<file path="src/rtl/itch_pkg.sv">
// Shared definitions for the ITCH message dispatch path.
// Holds the dispatch FSM state encoding, the word/tracker geometry and the
// message-type byte values recognised by the type decoder.
package itch_pkg;

  localparam int WORD_W = 64;
  // Tracker is a bit offset inside one 64-bit word, always byte aligned.
  localparam int TRK_W  = 6;

  typedef enum logic [2:0] {
    IDLE,
    WAIT_TYPE,
    PARSE,
    SKIP,
    DONE,
    ERROR
  } state_t;

  // Message type bytes (ASCII) handled by the decoder / parser bank.
  localparam logic [7:0] MSG_SYSTEM_EVENT    = 8'h53; // 'S'
  localparam logic [7:0] MSG_STOCK_DIRECTORY = 8'h52; // 'R'
  localparam logic [7:0] MSG_ADD_ORDER       = 8'h41; // 'A'
  localparam logic [7:0] MSG_ADD_ORDER_MPID  = 8'h46; // 'F'
  localparam logic [7:0] MSG_ORDER_EXECUTED  = 8'h45; // 'E'
  localparam logic [7:0] MSG_ORDER_EXEC_PX   = 8'h43; // 'C'
  localparam logic [7:0] MSG_ORDER_CANCEL    = 8'h58; // 'X'
  localparam logic [7:0] MSG_ORDER_DELETE    = 8'h44; // 'D'
  localparam logic [7:0] MSG_ORDER_REPLACE   = 8'h55; // 'U'
  localparam logic [7:0] MSG_TRADE           = 8'h50; // 'P'

endpackage

</file>
<file path="src/rtl/itch_end_arbiter.sv">
// Fixed-priority selection among parser end pulses.
// Ports:
//   end_vec  - per-parser signal_end pulses (index 0 = highest priority)
//   trk_vec  - packed trackerOut values, parser i at [i*TRK_W +: TRK_W]
//   sel_idx  - index of the lowest set end bit (0 when none set)
//   sel_trk  - tracker of the selected parser (0 when none set)
//   multi    - two or more end bits set in the same cycle
module itch_end_arbiter #(
  parameter int NUM_PARSERS = 8,
  parameter int TRK_W       = itch_pkg::TRK_W,
  parameter int IDX_W       = (NUM_PARSERS > 1) ? $clog2(NUM_PARSERS) : 1
) (
  input  logic [NUM_PARSERS-1:0]       end_vec,
  input  logic [NUM_PARSERS*TRK_W-1:0] trk_vec,
  output logic [IDX_W-1:0]             sel_idx,
  output logic [TRK_W-1:0]             sel_trk,
  output logic                         multi
);
  import itch_pkg::*;

  // Scan from the lowest priority upward so the lowest set index wins.
  always_comb begin
    sel_idx = '0;
    sel_trk = '0;
    for (int i = NUM_PARSERS - 1; i >= 0; i--) begin
      if (end_vec[i]) begin
        sel_idx = IDX_W'(i);
        sel_trk = trk_vec[i*TRK_W +: TRK_W];
      end
    end
  end

  // Clearing the lowest set bit leaves something only if more than one was set.
  assign multi = |(end_vec & (end_vec - NUM_PARSERS'(1)));

endmodule

</file>
<file path="src/rtl/itch_dispatch_controller.sv">
// Registered dispatch FSM between the ITCH type decoder and the parser bank.
// Decides whose turn it is within a packet of back-to-back messages: starts
// the decoder at the right tracker, waits for the owning parser (or skips an
// unknown message by length), counts messages down and guards every wait on
// the decoder/parsers with a watchdog.
// Ports:
//   clk, rst          - clock, synchronous active-high reset
//   dataValid         - current word valid; advances the skip counter
//   packetStart       - new packet present (taken in IDLE/ERROR only)
//   messageCount      - messages in the packet, taken with packetStart
//   typeValid         - decoder resolved type/length this cycle
//   typeKnown         - a parser exists for the decoded type
//   messageLength     - byte length of the current message
//   parserEnd         - per-parser end pulses
//   parserTracker     - packed per-parser next-message trackers
//   startDecode       - one-cycle decoder start pulse
//   trackerToDecoder  - start bit offset handed to the decoder
//   busy              - high in every state except IDLE
//   packetDone        - one-cycle pulse when the packet is consumed
//   messagesLeft      - remaining message count
//   errTimeout        - sticky watchdog expiry
//   errMultiEnd       - sticky simultaneous parser ends
module itch_dispatch_controller #(
  parameter int NUM_PARSERS    = 8,
  parameter int TIMEOUT_CYCLES = 1024,
  parameter int TRK_W          = itch_pkg::TRK_W
) (
  input  logic                         clk,
  input  logic                         rst,
  input  logic                         dataValid,
  input  logic                         packetStart,
  input  logic [15:0]                  messageCount,
  input  logic                         typeValid,
  input  logic                         typeKnown,
  input  logic [15:0]                  messageLength,
  input  logic [NUM_PARSERS-1:0]       parserEnd,
  input  logic [NUM_PARSERS*TRK_W-1:0] parserTracker,
  output logic                         startDecode,
  output logic [TRK_W-1:0]             trackerToDecoder,
  output logic                         busy,
  output logic                         packetDone,
  output logic [15:0]                  messagesLeft,
  output logic                         errTimeout,
  output logic                         errMultiEnd
);
  import itch_pkg::*;

  localparam int IDX_W = (NUM_PARSERS > 1) ? $clog2(NUM_PARSERS) : 1;
  localparam int WD_W  = $clog2(TIMEOUT_CYCLES + 1);
  localparam logic [WD_W-1:0] WD_LAST = WD_W'(TIMEOUT_CYCLES - 1);

  state_t            state_q, state_d;
  logic [15:0]       msgs_q, msgs_d;
  logic [TRK_W-1:0]  trk_q, trk_d;
  logic              start_q, start_d;
  logic [13:0]       skip_q, skip_d;
  logic [TRK_W-1:0]  next_trk_q, next_trk_d;
  logic [WD_W-1:0]   wd_q, wd_d;
  logic              err_to_q, err_to_d;
  logic              err_me_q, err_me_d;

  logic [IDX_W-1:0]  sel_idx;
  logic [TRK_W-1:0]  sel_trk;
  logic              multi;
  logic              end_hit;
  logic [16:0]       tot;
  logic              fin;
  logic [TRK_W-1:0]  fin_trk;

  itch_end_arbiter #(
    .NUM_PARSERS (NUM_PARSERS),
    .TRK_W       (TRK_W),
    .IDX_W       (IDX_W)
  ) u_arb (
    .end_vec (parserEnd),
    .trk_vec (parserTracker),
    .sel_idx (sel_idx),
    .sel_trk (sel_trk),
    .multi   (multi)
  );

  // The selected index points at a set bit whenever any bit is set, and at
  // bit 0 (clear) otherwise, so this doubles as the "some parser ended" flag.
  assign end_hit = parserEnd[sel_idx];

  // Byte position just past the unknown message, counted from the start of
  // the current word: whole words to skip in [16:3], byte-in-word in [2:0].
  assign tot = 17'(trk_q >> 3) + 17'(messageLength);

  always_comb begin
    state_d    = state_q;
    msgs_d     = msgs_q;
    trk_d      = trk_q;
    start_d    = 1'b0;
    skip_d     = skip_q;
    next_trk_d = next_trk_q;
    wd_d       = '0;
    err_to_d   = err_to_q;
    err_me_d   = err_me_q;
    fin        = 1'b0;
    fin_trk    = '0;

    unique case (state_q)
      IDLE, ERROR: begin
        if (packetStart && dataValid) begin
          msgs_d   = messageCount;
          err_to_d = 1'b0;
          err_me_d = 1'b0;
          if (messageCount == 16'd0) begin
            state_d = DONE;
          end else begin
            state_d = WAIT_TYPE;
            start_d = 1'b1;
            trk_d   = '0;
          end
        end
      end

      WAIT_TYPE: begin
        if (typeValid) begin
          if (typeKnown) begin
            state_d = PARSE;
          end else begin
            skip_d     = tot[16:3];
            next_trk_d = TRK_W'({tot[2:0], 3'b000});
            state_d    = SKIP;
          end
        end else if (wd_q == WD_LAST) begin
          err_to_d = 1'b1;
          state_d  = ERROR;
        end else begin
          wd_d = wd_q + 1'b1;
        end
      end

      PARSE: begin
        if (end_hit) begin
          fin     = 1'b1;
          fin_trk = sel_trk;
          if (multi) err_me_d = 1'b1;
        end else if (wd_q == WD_LAST) begin
          err_to_d = 1'b1;
          state_d  = ERROR;
        end else begin
          wd_d = wd_q + 1'b1;
        end
      end

      // Stalls on dataValid legitimately, so no watchdog here.
      SKIP: begin
        if (skip_q == 14'd0) begin
          fin     = 1'b1;
          fin_trk = next_trk_q;
        end else if (dataValid) begin
          skip_d = skip_q - 1'b1;
        end
      end

      DONE: state_d = IDLE;

      default: state_d = IDLE;
    endcase

    // Common end-of-message handling for parser ends and completed skips.
    if (fin) begin
      msgs_d = (msgs_q == 16'd0) ? 16'd0 : msgs_q - 1'b1;
      if (msgs_q <= 16'd1) begin
        state_d = DONE;
      end else begin
        state_d = WAIT_TYPE;
        start_d = 1'b1;
        trk_d   = fin_trk;
      end
    end
  end

  always_ff @(posedge clk) begin
    if (rst) begin
      state_q    <= IDLE;
      msgs_q     <= '0;
      trk_q      <= '0;
      start_q    <= 1'b0;
      skip_q     <= '0;
      next_trk_q <= '0;
      wd_q       <= '0;
      err_to_q   <= 1'b0;
      err_me_q   <= 1'b0;
    end else begin
      state_q    <= state_d;
      msgs_q     <= msgs_d;
      trk_q      <= trk_d;
      start_q    <= start_d;
      skip_q     <= skip_d;
      next_trk_q <= next_trk_d;
      wd_q       <= wd_d;
      err_to_q   <= err_to_d;
      err_me_q   <= err_me_d;
    end
  end

  assign startDecode      = start_q;
  assign trackerToDecoder = trk_q;
  assign busy             = (state_q != IDLE);
  assign packetDone       = (state_q == DONE);
  assign messagesLeft     = msgs_q;
  assign errTimeout       = err_to_q;
  assign errMultiEnd      = err_me_q;

endmodule

</file>
<file path="config.mk">
export PLATFORM = sky130hd
export DESIGN_NAME = itch_dispatch_controller
export DESIGN_NICKNAME = d
export VERILOG_FILES = /design/src/rtl/itch_pkg.sv /design/src/rtl/itch_end_arbiter.sv /design/src/rtl/itch_dispatch_controller.sv
export SDC_FILE = /design/constraint.sdc
export NUM_CORES = 1
export LEC_CHECK = 0
export ABC_AREA = 1
export CAP_MARGIN = 20
export CORE_UTILIZATION = 50
export DETAILED_ROUTE_END_ITERATION = 16
export PLACE_DENSITY_LB_ADDON = 0.25
export SYNTH_ARGS = -nofsm -noshare
export SYNTH_HDL_FRONTEND = slang
export SYNTH_SLANG_ARGS = --single-unit
</file>
<file path="constraint.sdc">
create_clock -name clk -period 4.08 [get_ports clk]
set_input_delay 0.816 -clock clk [delete_from_list [all_inputs] [get_ports clk]]
set_output_delay 0.816 -clock clk [all_outputs]
set_load 0.01 [all_outputs]
</file>
Yosys cells after proc, flatten, opt, wreduce, memory -nomap -nowiden --
Index checks and enable logic that the tools add are counted.
Operators by class: $add $sub $neg 5, order comparisons 2, equality and inequality tests 18, multiplexer cells 64, bitwise gates (word level) 2, reduce and logical (&&, ||, !) cells 19
Operators with widths (number):
- $mux W6 | 15
- $mux W16 | 4
- $mux W14 | 4
- $mux W3 | 15
- $mux W11 | 3
- $logic_not A16 Y1 | 2
- $pmux W14 S2 | 1
- $pmux W11 S2 | 1
- $ne A2 B2 Y1 const B | 10
- $add A3 B16 Y17 | 1
- $le A16 B1 Y1 const B | 1
- $sub A16 B1 Y16 const B | 1
- $mux W1 | 15
- $logic_not A14 Y1 | 1
- $sub A14 B1 Y14 const B | 1
- $pmux W3 S4 | 1
- $pmux W6 S2 | 1
- $add A11 B1 Y11 const B | 1
- $eq A11 B10 Y1 const B | 1
- $and A8 B8 Y8 | 1
- $reduce_and A4 Y1 | 2
- $reduce_bool A2 Y1 | 4
- $reduce_or A8 Y1 | 1
- $sub A8 B1 Y8 const B | 1
- 16 further kinds | 22
Word-level totals: bits in registers 56, input bits 94, output and inout bits 27, word-level logic and storage cells 119

Depth between registers and ports, before layout --
Gate-level depths: netlist (run 1).
depth after elaboration 14, mapped depth 13, mapped depth without buffers 13

Cells and area by module --
A second synthesis (run 1) with hierarchy kept.
Unflattened totals: cell total of the unflattened synthesis 787, area total of the unflattened synthesis 4563.1 sq um
Modules (own cells, without submodules):
- itch_dispatch_controller | times used 1, cells each 659, area each 3945.0 sq um, sequential area each 1121.1 sq um
- itch_end_arbiter | times used 1, cells each 128, area each 618.1 sq um, sequential area each 0.0 sq um

Worst setup path before layout (run 1) --
Ideal clock, no wire load.
kind input port to flip-flop, from in messageLength[0], to reg skip_q[5], library setup time 117 ps, data arrival time 2308 ps, slack 1654 ps, stages on the path 13, cell sequence ha_1 > inv_1 > fa_1 > inv_1 > nand3_1 > a21oi_1 > inv_1 > nor2_1 > nand2_1 > nand3_1 > nand2_1 > nor2_1 > nor2_1
Between the ends: word-level cells in the longest chain between the ends 4
Ends and longest elaborated chain:
- from (decl) | line itch_dispatch_controller.sv:35 | input logic [15:0] messageLength,
- $add A3 B16 Y17 | line itch_dispatch_controller.sv:88 | assign tot = 17'(trk_q >> 3) + 17'(messageLength);
- $mux W14 | line itch_dispatch_controller.sv:121 | if (typeKnown) begin
- $mux W14 | line itch_dispatch_controller.sv:120 | if (typeValid) begin
- $pmux W14 S2 | line itch_dispatch_controller.sv:103 | unique case (state_q)
- to (signal assigned) | line itch_dispatch_controller.sv:193 | skip_q <= skip_d;
- to (decl) | line itch_dispatch_controller.sv:56 | logic [13:0] skip_q, skip_d;
Every way passes these cells. The select of a mux whose other input is x is not followed. A chain may end at the register's enable or synchronous reset.

Final worst setup path (run 1) --
Same ends and word-level chain as after synthesis.

==> results.yml, run 1 <==
timing:
  fin_crit_sh_pct: 69.4
  fmax_mhz: 353
  timing.slew.headroom_pct: 43.9
  worst_pin_slew_ns: 0.841
  rsz0062_at_grt: "no"
  setup_tns_ns: 0
  finalHoldViolCount: 0
  final_max_slew_viol_count: 0
  clock_skew_ns: 0.00875
  setup_violations: 0
  min_period_ns: 2.83
detailed_routing:
  wirelength_um: 12700
  via_per_inst: 5.29
  drtAntennaViolNets: 0
  avgRoutedWirePerCell_um: 13.1
  drt-initial-drc-count: 242
  vias: 5136
  detail_route.first_pass.iterations: 7
  drc: 0
synthesis:
  async_flop_share_pct: 0
  synth.avg_cell_area_um2: 5.84
  synthTopCellsByArea: "dfxtp_1, nand2_1, nor2_1"
  synth.largest_area_cell: "dfxtp_1"
  synthTopCellsByCount: "nand2_1, nor2_1, nand3_1, inv_1, dfxtp_1"
  yosys.area.top_type_share_pct: 25.5
  ys_seq_elements: 56
  netlist_area_mm2: 0.00440
  yosysMostFrequentCell: "nand2_1"
  synth.distinct_cells: 42
  ys_seq_area_share_pct: 25.5
  synth_edf_count: 0
  yosysWarnings: 0
  mappedNetlistNets: 855
  synth_cells: 753
  ys.flop_type: "dfxtp_1"
die:
  ios: 121
  start_util_pct: 52.5
  die_area_mm2: 0.00918
  row_count: 33
  coreArea_mm2: 0.00838
  chipHeight_um: 95.8
  fp.dieW_um: 95.8
hold_path:
  holdCritStartpoint: "wd_q[10]"
  hp-class: "register to register"
  hold_path_depth: 2
  holdPathEnd: "wd_q[10]"
placement:
  dp_hpwl_um: 10000
  io_buffer_count: 120
  post_dp_cell_area_mm2: 0.00564
  gp_congestion: 0.907
power:
  p_leak_nw: 2.58
  p_sw_mw: 1.17
  clockPowerShare_pct: 13.2
  p_sw_share_pct: 47.0
  power.density_mw_per_mm2: 433
  pwr-share-seq_pct: 29.4
  ir_drop_mv: 0.315
  power_mw: 2.48
  comb_power_share_pct: 57.3
  p_int_mw: 1.32
cts:
  clockBufferDepth: 2
  cts_tree: "yes"
  cts.repair.resized: 0
  numCtsBuffers: 5
  clk_latency_ns: 0.32
  cts_hold_buf: 0
  numClockSinks: 56
  postCtsSetupRepairBufs: 0
  htreeDepth: 2
  clk_pin_slew_ns: 0.11
  cts-root-buf: "clkbuf_8"
setup_path:
  end_kind: "register"
  rr_endpoint: "skip_q[12]"
  critical_path_buf_inv_count: 4
  reg2reg_depth: 7
  path_cells: "clkdlybuf4s50_1 -> ha_1 -> inv_1 -> fa_1 -> inv_1 -> nand3_1 -> a21oi_1 -> inv_1 -> nor2_1 -> nand2_1 -> nand3_1 -> nand2_1 -> nor2_1 -> nor2_1"
  r2r_slack_ns: 1.61
  timing.rr.start: "state_q[0]"
  critPathLaunchType: "input port"
  cp.arrival_ns: 3.06
  critPathSlowestCell: "clkdlybuf4s50_1"
  crit_type: "input port to register"
  crit_fanout: 5
  cp-startpoint: "messageLength[0]"
  crit_family: "buffers and inverters"
  critPathMaxStageDelay_ns: 0.49
  crit_required_ns: 4.31
global_routing:
  grt_overflow: 0
  antenna_found_initial: 0
  grt_start_max_net_pins: 25
  grt_pass1_wl_um: 20500
  grt_pass1_vias: 4677
  grt_usage_pct: 27.9
run_status:
  status: "finished clean"
final_layout:
  fillers: 772
  final_util_pct: 68.4
  diodes: 0
  multi_input_area_mm2: 0.00286
  seq_area_mm2: 0.00112
  stdcell_area_mm2: 0.00573
  synthToLayoutAreaGrowth_pct: 30.3
  nets: 967
  drive_gt1_share_pct: 3.93
flow_run:
  cap_violations: 0
## sequential cells by signal, summed over array words and instances, names as in the netlist
signal and count:
skip_q 14, startDecode 1, errMultiEnd 1, trackerToDecoder 6
errTimeout 1, wd_q 11, state_q 3, messagesLeft 16
next_trk_q 3
## placed cells by master, fill, tap and decap left out, types with 2 or more instances in the layout
cell,n
a31oi_1,4
a21oi_1,39
a211oi_1,2
nor3_1,7
xor2_1,15
nor2_4,2
o21ai_0,35
clkdlybuf4s50_1,120
nand2_2,5
o211ai_1,2
dfxtp_1,56
nand3_2,2
clkbuf_8,5
nor2_2,4
nand3_1,80
o22ai_1,4
ha_1,7
inv_1,78
xnor2_1,8
nand2_1,218
inv_2,4
nor3_4,2
nand4_1,13
inv_6,2
nor2_1,132
o21ai_2,3
## worst max-delay path by stage
stage | cells past startpoint | endpoint | slack (ns)
2_1_floorplan | 13 | skip_q[5] | 1.65
3_3_place_gp | 14 | skip_q[5] | 1.01
3_5_place_dp | 14 | skip_q[5] | 0.93
4_1_cts | 14 | skip_q[5] | 1.27
5_1_grt | 14 | skip_q[5] | 1.12
6_report | 14 | skip_q[5] | 1.25
## power by group through the flow
stage | combinational [mW] | clock (mW) | sequential [mW]
after global placement | 1.35 | 0 | 0.736
after detailed placement | 1.40 | 0 | 0.740
after CTS | 1.41 | 0.334 | 0.729
after floorplan | 0.962 | 0 | 0.742
after global routing | 1.59 | 0.356 | 0.743
final | 1.42 | 0.329 | 0.731
## layer usage
metal | global-route usage (%) | up-vias | routed length, um
li1 | - | 2644 | -
met1 | 33.3 | 2309 | 5560
met2 | 50.9 | 161 | 6070
met3 | 4.82 | 22 | 893
met5 | 0 | - | 0
met4 | 7.84 | 0 | 195
## metrics by stage
stage          hold slack [ns]  std cells  setup WS [ns]
2_1_floorplan            0.437        753           1.65
3_3_place_gp             0.440        963           1.01
3_5_place_dp             0.458        963          0.927
4_1_cts                  0.475        971           1.27
5_1_grt                  0.511        971           1.12
6_report                 0.479        971           1.25
## worst reg2reg max path, cell delays in order, from the launching register on
cell	delay [ns]
dfxtp_1	0.48
inv_2	0.12
nor3_4	0.54
inv_1	0.53
o21ai_4	0.49
nand2_1	0.09
nand2_1	0.07
a21oi_1	0.05
## logic make-up (layout without fill, tap and decap cells)
kind of cell,count (synthesis),after routing,synth area share [%]
AND/OR/NAND/NOR,471,471,45.6
buffers and inverters,99,212,9.41
AO/OA/AOI/OAI,96,96,12.5
flip-flops,56,56,25.5
XOR/XNOR,23,23,4.58
adder cells (fa/ha/maj),8,8,2.45
## area by class of cell
type / instances / share of cell area, %
clock buffer: 5 / 1.20
inverter: 83 / 5.44
clock inverter: 3 / 0.437
sequential: 56 / 19.6
multi-input combinational: 598 / 50.0
timing repair buffer: 121 / 21.1
tap: 105 / 2.29
No activity file was read; power rests on OpenSTA's default activity.
==> inputs of run 2 (changes only) <==
Settings changed: CORE_UTILIZATION 50 to 45.
Clock period 4.08 ns to 2.6 ns, I/O delays scaled along.
==> results.yml, run 2 (synthesis results as in run 1) <==
run_status:
  status: "finished clean"
die:
  ios: 121
  row_count: 35
  chipHeight_um: 101
  coreArea_mm2: 0.00937
  die_area_mm2: 0.0102
  fp.dieW_um: 101
  start_util_pct: 46.9
setup_path:
  critPathLaunchType: "register"
  cp.arrival_ns: 1.82
  timing.rr.start: "skip_q[0]"
  end_kind: "primary output"
  crit_fanout: 6
  r2r_slack_ns: 0.47
  crit_required_ns: 2.08
  rr_endpoint: "messagesLeft[14]"
  cp-startpoint: "state_q[2]"
  crit_type: "register to primary output"
  reg2reg_depth: 10
global_routing:
  grt_pass1_vias: 4893
  antenna_found_initial: 0
  grt_pass1_wl_um: 21700
  grt_start_max_net_pins: 24
  grt_overflow: 0
  grt_usage_pct: 26.7
cts:
  cts-root-buf: "clkbuf_8"
  cts.repair.resized: 0
  numClockSinks: 56
  numCtsBuffers: 5
  cts_tree: "yes"
  clockBufferDepth: 2
  clk_latency_ns: 0.33
  clk_pin_slew_ns: 0.12
  cts_hold_buf: 0
  postCtsSetupRepairBufs: 0
  htreeDepth: 2
detailed_routing:
  avgRoutedWirePerCell_um: 13.1
  drt-initial-drc-count: 209
  drc: 0
  via_per_inst: 5.11
  drtAntennaViolNets: 0
  wirelength_um: 13200
  detail_route.first_pass.iterations: 5
  vias: 5150
final_layout:
  nets: 979
  diodes: 0
  fillers: 935
  seq_area_mm2: 0.00112
  final_util_pct: 62.7
  final_common_cell: "nand2_1"
  layout_common_cells: "nand2_1, nor2_1, clkdlybuf4s50_1, nand3_1, inv_1"
  fin_cells: 1007
  synthToLayoutAreaGrowth_pct: 33.5
  drive_gt1_share_pct: 5.24
  multi_input_area_mm2: 0.00286
  largest_reg_flops: 16
timing:
  fin_crit_sh_pct: 89.9
  rsz0062_at_grt: "no"
  fmax_mhz: 428
  timing.slew.headroom_pct: 44.1
  setup_tns_ns: 0
  finalHoldViolCount: 0
  worst_pin_slew_ns: 0.838
  final_max_slew_viol_count: 0
  whs_ns: 0.472
  min_period_ns: 2.34
  setup_violations: 0
  clock_skew_ns: 0.0190
placement:
  gp_congestion: 0.979
  io_buffer_count: 120
  dp_hpwl_um: 10700
  post-place-cells: 999
hold_path:
  holdCritStartpoint: "wd_q[10]"
  holdPathEnd: "wd_q[10]"
  hold_path_depth: 2
  hp-class: "register to register"
power:
  power.density_mw_per_mm2: 689
  ir_drop_mv: 0.487
  p_leak_nw: 2.65
flow_run:
  cap_violations: 0
## run 2: worst max-delay path, stage by stage, from the launching register on
cell and delay [ns]:
dfxtp_1 0.51, inv_2 0.12, nor3_1 0.26, clkdlybuf4s50_1 0.60
## run 2: cell type report
cell class	count	area share, %
sequential	56	19.1
clock inverter	3	0.788
inverter	83	5.31
clock buffer	5	1.17
tap	129	2.75
multi-input combinational	598	48.8
timing repair buffer	133	22.1
## run 2: worst max-delay path by stage
stage | cells past startpoint | end
after floorplan | 13 | skip_q[5]
after global placement | 14 | skip_q[5]
after CTS | 14 | skip_q[5]
after detailed placement | 14 | skip_q[5]
final | 3 | packetDone
after global routing | 14 | skip_q[5]
## run 2: power breakdown
group          switching, mW  internal, mW
clock network          0.317         0.291
logic                   1.38         0.909
registers              0.159         0.991
## run 2: through the flow
step	total power, mW	worst slack, ns	instance area (um^2)
3_3_place_gp	3.36	-0.00255	5760
4_1_cts	4.03	0.290	5870
5_1_grt	4.39	0.0652	5870
6_report	4.05	0.263	5870
2_1_floorplan	2.67	0.470	4400
3_5_place_dp	3.43	-0.0480	5760
## run 2: layer usage
metal / routed length [um] / GRT usage, % / share of wire, % / vias up
met5: 0 / 0 / 0 / -
met4: 325 / 8.92 / 2.5 / 0
met3: 636 / 3.61 / 4.8 / 25
met2: 6560 / 48.3 / 50 / 136
met1: 5700 / 32.5 / 43 / 2316
li1: - / - / - / 2673
==> inputs of run 3 (changes only) <==
Settings changed: CORE_ASPECT_RATIO from default to 1.25, SETUP_SLACK_MARGIN from default to 0.5, SKIP_LAST_GASP from default to 1.
==> results.yml, run 3 (synthesis results as in run 1) <==
setup_path:
  crit_fanout: 6
  critPathLaunchType: "register"
  end_kind: "primary output"
  critPathMaxStageDelay_ns: 0.58
  crit_type: "register to primary output"
  crit_required_ns: 2.08
  cp.arrival_ns: 1.53
  path_cells: "inv_2 -> nor3_1 -> clkdlybuf4s50_1"
  critPathSlowestCell: "clkdlybuf4s50_1"
die:
  chipHeight_um: 113
  start_util_pct: 46.0
  die_area_mm2: 0.0102
  fp.dieW_um: 90.4
  ios: 121
  coreArea_mm2: 0.00956
  row_count: 40
final_layout:
  multi_input_area_mm2: 0.00298
  fillers: 885
  final_util_pct: 63.6
  seq_area_mm2: 0.00112
  largest_reg_flops: 16
  nets: 987
  final_common_cell: "nand2_1"
  synthToLayoutAreaGrowth_pct: 38.2
  layout_common_cells: "nand2_1, nor2_1, clkdlybuf4s50_1, nand3_1, inv_1"
  diodes: 0
  drive_gt1_share_pct: 8.81
cts:
  numClockSinks: 56
  cts_tree: "yes"
  htreeDepth: 2
  clockBufferDepth: 2
  clk_latency_ns: 0.29
  cts-root-buf: "clkbuf_16"
  numCtsBuffers: 5
  clk_pin_slew_ns: 0.07
  cts_hold_buf: 0
timing:
  fmax_mhz: 487
  min_period_ns: 2.05
  clock_skew_ns: 0.00654
  finalHoldViolCount: 0
  fin_crit_sh_pct: 79.0
  whs_ns: 0.450
  final_max_slew_viol_count: 0
  worst_pin_slew_ns: 0.494
  rsz0062_at_grt: "no"
  worst_slack_ns: 0.547
  timing.slew.headroom_pct: 67.1
  setup_violations: 0
global_routing:
  grt_usage_pct: 26.4
  use_met1_pct: 30.8
  antenna_found_initial: 0
  busiest_layer: "met2"
  grt_overflow: 0
  grt_use_met3_pct: 2.78
  grt_pass1_vias: 4953
  use_met2_pct: 50.0
  grt_start_max_net_pins: 24
  grt_pass1_wl_um: 22300
hold_path:
  hp-class: "register to register"
placement:
  dp_hpwl_um: 10500
  io_buffer_count: 120
  gp_congestion: 0.886
  place_ws_ns: -0.00967
power:
  clockPowerShare_pct: 16.0
  p_int_mw: 2.31
  ir_drop_mv: 0.493
  p_sw_mw: 1.89
  comb_power_share_pct: 56.5
  p_leak_nw: 2.72
  p_sw_share_pct: 45.0
  pwr-share-seq_pct: 27.5
  power.density_mw_per_mm2: 690
flow_run:
  cap_violations: 0
detailed_routing:
  wirelength_um: 13700
  drc: 0
  via_per_inst: 5.27
  avgRoutedWirePerCell_um: 13.5
  drt-initial-drc-count: 339
  detail_route.first_pass.iterations: 5
  vias: 5323
  drtAntennaViolNets: 0
run_status:
  status: "finished clean"
run 3: cell type report:
type                            count  area share, %
Sequential cell                    56           18.5
Timing Repair Buffer              139           22.4
Inverter                           83           5.23
Clock inverter                      1          0.144
Multi-Input combinational cell    599           49.0
Clock buffer                        6           2.12
Tap cell                          126           2.59
Timing Repair inverter              1         0.0823
run 3: worst paths after layout:
kind	cells after the start	end	slack (ns)	start
setup / recovery	3	packetDone	0.55	state_q[2]
hold / removal	2	errTimeout	0.45	errTimeout
setup reg to reg	13	skip_q[5]	0.64	trackerToDecoder[3]
hold reg to reg	2	errTimeout	0.45	errTimeout
run 3: power by group through the flow:
stage | clock network (mW) | registers [mW] | logic (mW)
global route | 0.720 | 1.17 | 2.63
finish | 0.672 | 1.15 | 2.37
global placement | 0 | 1.16 | 2.18
floorplan | 0 | 1.16 | 1.51
detailed placement | 0 | 1.17 | 2.23
CTS | 0.677 | 1.15 | 2.27
run 3: per-layer routing:
layer / part of all wire [%] / vias up
met5: 0 / -
met2: 53 / 165
met4: 1.6 / 0
li1: - / 2684
met1: 41 / 2454
met3: 4.8 / 20
run 3: critical path: cells and delay by family, from the launching register on:
family        cells  cell delay [ns]
buf+inv           2             0.67
flops             1             0.40
simple gates      1             0.17
run 3: repair_timing:
| action | 4_1_cts | 5_1_grt |
|---|---|---|
| pin swaps | 5 | 8 |
| endpoints found under the setup margin | 29 | 41 |
| gates cloned | 0 | 2 |
| setup buffers | 2 | 5 |
| resized for setup | 17 | 20 |
run 3: through the flow:
step           TNS [ns]  total power [mW]  instances  instance area, um^2
2_1_floorplan         0              2.67        753                 4400
3_5_place_dp   -0.00967              3.40        995                 5750
6_report              0              4.19       1011                 6080
4_1_cts               0              4.09       1004                 5940
3_3_place_gp          0              3.34        995                 5750
5_1_grt               0              4.51       1011                 6080
==> edit 1, RTL diff (settings of run 2) <==
Take the reset off `wd_q` and load it in a clocked block of its own.
--- a/src/rtl/itch_dispatch_controller.sv
+++ b/src/rtl/itch_dispatch_controller.sv
@@ -184,3 +184,2 @@
       next_trk_q <= '0;
-      wd_q       <= '0;
       err_to_q   <= 1'b0;
@@ -194,3 +193,2 @@
       next_trk_q <= next_trk_d;
-      wd_q       <= wd_d;
       err_to_q   <= err_to_d;
@@ -198,2 +196,6 @@
     end
+  end
+
+  always_ff @(posedge clk) begin
+    wd_q <= wd_d;
   end
Behaviour: same outputs for any inputs over 10 cycles, from zero or initial values and one cycle with rst high; that may be too few to reach the edited logic, so the function may still have changed.
==> edit 1 against run 2 <==
Die area increased by 1.4%; design area decreased by 0.17%; power decreased by 4.0%; sequential share of layout area about the same; setup slack improved by 0.069 ns; routed wire length about the same; via count decreased by 0.12%; fmax increased by 3.1%; first-iteration DRC count decreased by 6.2%; clock skew decreased by 0.0098 ns; sequential cell count unchanged; synthesized area increased by 1.5%; non-clock buffer count decreased by 4; critical endpoint is now skip_q[3]; largest power group unchanged.
==> edit 1: results (changes against run 2) <==
<table>
<tr><th>Metric</th><th>Value</th></tr>
<tr><th colspan="2">Layout</th></tr>
<tr><td>Area of the multi-input gates</td><td>2920 µm² (+1.8%)</td></tr>
<tr><td>Number of ordinary and repair buffers in the finished layout</td><td>129 (-3.0%)</td></tr>
<tr><td>Ratio of cells with drive above 1 in the final layout</td><td>0.0784 (+0.0260)</td></tr>
<tr><td>Layout clock buffer count</td><td>6 (+1)</td></tr>
<tr><td>Clk cell area share</td><td>0.0132 (-0.00637)</td></tr>
<tr><td>Multi-input gate count</td><td>580 (-3.0%)</td></tr>
<tr><td>Count of nets after finishing</td><td>957 (-2.2%)</td></tr>
<tr><th colspan="2">Place</th></tr>
<tr><td>Routability Congestion</td><td>0.862 (-12%)</td></tr>
<tr><th colspan="2">Min path</th></tr>
<tr><td>Startpoint of the tightest hold check path</td><td>trackerToDecoder[0]</td></tr>
<tr><th colspan="2">Routing</th></tr>
<tr><td>Starting DRC count in detailed routing</td><td>196 (-6.2%)</td></tr>
<tr><td>Met2 Routed Length</td><td>6370 µm (-3.0%)</td></tr>
<tr><td>Vias</td><td>5144 (-0.12%)</td></tr>
<tr><td>Sum of routed wire segments on met1</td><td>5960 µm (+4.5%)</td></tr>
<tr><td>Metal3 WL</td><td>728 µm (+14%)</td></tr>
<tr><th colspan="2">Power</th></tr>
<tr><td>Leakage</td><td>0.00260 µW (-1.8%)</td></tr>
<tr><td>Worst-case vdd ir drop</td><td>0.000476 V (-2.2%)</td></tr>
<tr><td>Switching part of the total</td><td>0.466 (+0.00765)</td></tr>
<tr><th colspan="2">Critical path</th></tr>
<tr><td>Critical Path Source</td><td>messageLength[0]</td></tr>
<tr><td>Critical R2R Capture</td><td>trackerToDecoder[5]</td></tr>
<tr><td>Data arrival time of the critical path</td><td>2.47 ns (+0.65 ns)</td></tr>
<tr><td>Maximum fanout encountered on the critical timing path</td><td>4 (-2)</td></tr>
<tr><th colspan="2">Synth</th></tr>
<tr><td>Fraction of post-synthesis cell area in the top cell type by area</td><td>0.251 (-0.00364)</td></tr>
<tr><td>Post-synthesis compound-gate area fraction</td><td>0.138 (+0.0131)</td></tr>
<tr><td>Synth Instances</td><td>736 (-2.3%)</td></tr>
<tr><td>Most instantiated cells after synthesis</td><td>214 x sky130_fd_sc_hd__nand2_1, 125 x sky130_fd_sc_hd__nor2_1, 74 x sky130_fd_sc_hd__inv_1</td></tr>
<tr><th colspan="2">Status</th></tr>
<tr><td>Outcome</td><td>complete, no violations</td></tr>
<tr><th colspan="2">Timing</th></tr>
<tr><td>Transition at the pin with the smallest max-transition slack</td><td>0.671 ns (-0.167 ns)</td></tr>
<tr><th colspan="2">Global routing</th></tr>
<tr><td>Pin count of the biggest net entering global routing</td><td>27 (+13%)</td></tr>
<tr><td>Global-route wire length before repair</td><td>21600 µm (-0.69%)</td></tr>
</table>
edit 1: cell types whose count changed after synthesis, moves of 5 or more:
cell / delta
sky130_fd_sc_hd__nand3_1: -25
sky130_fd_sc_hd__o21ai_0: -10
sky130_fd_sc_hd__nor2_1: -7
sky130_fd_sc_hd__nand2_2: +5
sky130_fd_sc_hd__nor3_1: +5
sky130_fd_sc_hd__o211ai_2: +5
sky130_fd_sc_hd__o21ai_1: +5
sky130_fd_sc_hd__o22ai_1: +5
sky130_fd_sc_hd__or2_2: +5
edit 1: metrics by stage:
stage          hold WS (ns)  worst slack (ns)  utilization  cell area [µm²]
2_1_floorplan         0.437             0.644            -             4460
3_3_place_gp          0.453            0.0722        0.614             5780
3_5_place_dp          0.461          -0.00653        0.614             5780
4_1_cts               0.477             0.328        0.623             5860
5_1_grt               0.491             0.168        0.623             5860
6_report              0.476             0.333        0.623             5860
==> edit 2, RTL diff (flow settings as in run 2) <==
Made on the original files. `NUM_PARSERS` is set to 8 in 2 places; all go to 16.
--- a/src/rtl/itch_end_arbiter.sv
+++ b/src/rtl/itch_end_arbiter.sv
@@ -8,3 +8,3 @@
 module itch_end_arbiter #(
-  parameter int NUM_PARSERS = 8,
+  parameter int NUM_PARSERS = 16,
   parameter int TRK_W       = itch_pkg::TRK_W,
--- a/src/rtl/itch_dispatch_controller.sv
+++ b/src/rtl/itch_dispatch_controller.sv
@@ -23,3 +23,3 @@
 module itch_dispatch_controller #(
-  parameter int NUM_PARSERS    = 8,
+  parameter int NUM_PARSERS    = 16,
   parameter int TIMEOUT_CYCLES = 1024,
Ports: changed (resized parserEnd and parserTracker); port bits go from 121 to 177. No check against the original RTL was run, so the function may have changed too.
==> edit 2 against run 2 <==
Setup slack got worse by 0.12 ns; global-route usage rose by 0.62 points; hold slack got worse by 0.0096 ns; count of clock-buffer cells in the layout did not move; clock skew fell by 0.0098 ns; synthesized area rose by 7.5%; die area rose by 7.3%; routed wire length rose by 13%; synthesized cell count rose by 2.8%; power rose by 2.8%; design area rose by 19%; sequential cell count did not move; critical path type is now in2reg; critical endpoint is now skip_q[9].
==> edit 2: results (changes against run 2) <==
<table>
<tr><th>Metric</th><th>Value</th></tr>
<tr><th colspan="2">Global routing</th></tr>
<tr><td>Global-route wire length before repair</td><td>24800 µm (+14%)</td></tr>
<tr><td>Global router's overall resource usage</td><td>0.273 (+0.00617)</td></tr>
<tr><td>Met1 routing resource usage after global routing</td><td>0.352 (+0.0269)</td></tr>
<tr><th colspan="2">Routing</th></tr>
<tr><td>Total wire length</td><td>15000 µm (+13%)</td></tr>
<tr><td>Number of vias per cell after detailed routing</td><td>5.04 (-1.5%)</td></tr>
<tr><td>Met2 Routed Length</td><td>7140 µm (+8.9%)</td></tr>
<tr><td>Detailed-router iteration count before antenna repair</td><td>4 (-1)</td></tr>
<tr><td>Vias</td><td>5652 (+9.7%)</td></tr>
<tr><th colspan="2">Power</th></tr>
<tr><td>Combinational logic power</td><td>2470 µW (+8%)</td></tr>
<tr><td>Int Power</td><td>2290 µW (+4.6%)</td></tr>
<tr><td>Leakage</td><td>0.00314 µW (+19%)</td></tr>
<tr><th colspan="2">Layout</th></tr>
<tr><td>Number of inserted filler cells in the final layout</td><td>916 (-2.0%)</td></tr>
<tr><td>Count of nets after finishing</td><td>1143 (+17%)</td></tr>
<tr><td>Multi-input gate count</td><td>590 (-1.3%)</td></tr>
<tr><td>Number of ordinary and repair buffers in the finished layout</td><td>218 (+64%)</td></tr>
<tr><td>Non-clock buffering overhead</td><td>0.296 (+0.0746)</td></tr>
<tr><th colspan="2">Place</th></tr>
<tr><td>Post-DP HPWL</td><td>11900 µm (+12%)</td></tr>
<tr><td>Routability Congestion</td><td>0.903 (-7.7%)</td></tr>
<tr><th colspan="2">Critical path</th></tr>
<tr><td>Cell with the largest stage delay on the worst path</td><td>sky130_fd_sc_hd__fa_2</td></tr>
<tr><td>Dominant delay contributor by cell family on the critical path</td><td>simple AND/OR/NAND/NOR gates</td></tr>
<tr><td>Largest incremental delay on the critical path</td><td>0.32 ns (-0.28 ns)</td></tr>
<tr><th colspan="2">Min path</th></tr>
<tr><td>Startpoint of the tightest hold check path</td><td>errMultiEnd</td></tr>
<tr><th colspan="2">Timing</th></tr>
<tr><td>Skew final</td><td>0.00918 ns (-0.00980 ns)</td></tr>
<tr><th colspan="2">Synth</th></tr>
<tr><td>Most instantiated cells after synthesis</td><td>231 x sky130_fd_sc_hd__nand2_1, 106 x sky130_fd_sc_hd__inv_1, 85 x sky130_fd_sc_hd__nor2_1</td></tr>
<tr><td>Leading cell types by total area after synthesis</td><td>sky130_fd_sc_hd__dfxtp_1 24%, sky130_fd_sc_hd__nand2_1 18%, sky130_fd_sc_hd__inv_1 8.4%</td></tr>
<tr><th colspan="2">Status</th></tr>
<tr><td>Outcome</td><td>complete, no violations</td></tr>
</table>
==> edit 2: cell count changes in the layout (fill, tap and decap cells not counted), moves of 7 or more <==
cell	delta
sky130_fd_sc_hd__a31oi_1	+7
sky130_fd_sc_hd__inv_1	+25
sky130_fd_sc_hd__buf_4	+29
sky130_fd_sc_hd__o21ai_0	-9
sky130_fd_sc_hd__clkdlybuf4s50_1	+54
sky130_fd_sc_hd__o21ai_1	+7
sky130_fd_sc_hd__o22ai_1	+10
sky130_fd_sc_hd__nand2_1	+11
sky130_fd_sc_hd__o221a_2	+8
sky130_fd_sc_hd__or2_2	+10
sky130_fd_sc_hd__nand3_1	-39
sky130_fd_sc_hd__nor2_1	-48
==> edit 2: worst paths after layout <==
path	end	slack, ns	cells past startpoint
worst max-delay path	skip_q[9]	0.15	14
worst min-delay path	errMultiEnd	0.46	2
worst max register to register	skip_q[9]	0.18	13
worst min register to register	errMultiEnd	0.46	2
==> edit 2: logic make-up (layout without fill, tap and decap cells) <==
kind of cell,Yosys count,after routing,share of synthesized area
adder cells (fa/ha/maj),8,8,0.0228
AO/OA/AOI/OAI,133,133,0.188
AND/OR/NAND/NOR,426,426,0.399
buffers and inverters,128,340,0.110
XOR/XNOR,23,23,0.0426
flip-flops,56,56,0.237
==> edit 2: per-stage QoR <==
stage	area [µm²]	total power [µW]	setup TNS [ns]	setup WS, ns	hold slack (ns)
5_1_grt	7010	4530	0	0.00448	0.481
4_1_cts	7000	4160	0	0.0730	0.464
2_1_floorplan	4730	2730	0	0.229	0.418
3_3_place_gp	6870	3610	-1.76	-0.379	0.431
3_5_place_dp	6870	3640	-2.00	-0.420	0.441
6_report	7010	4160	0	0.147	0.462
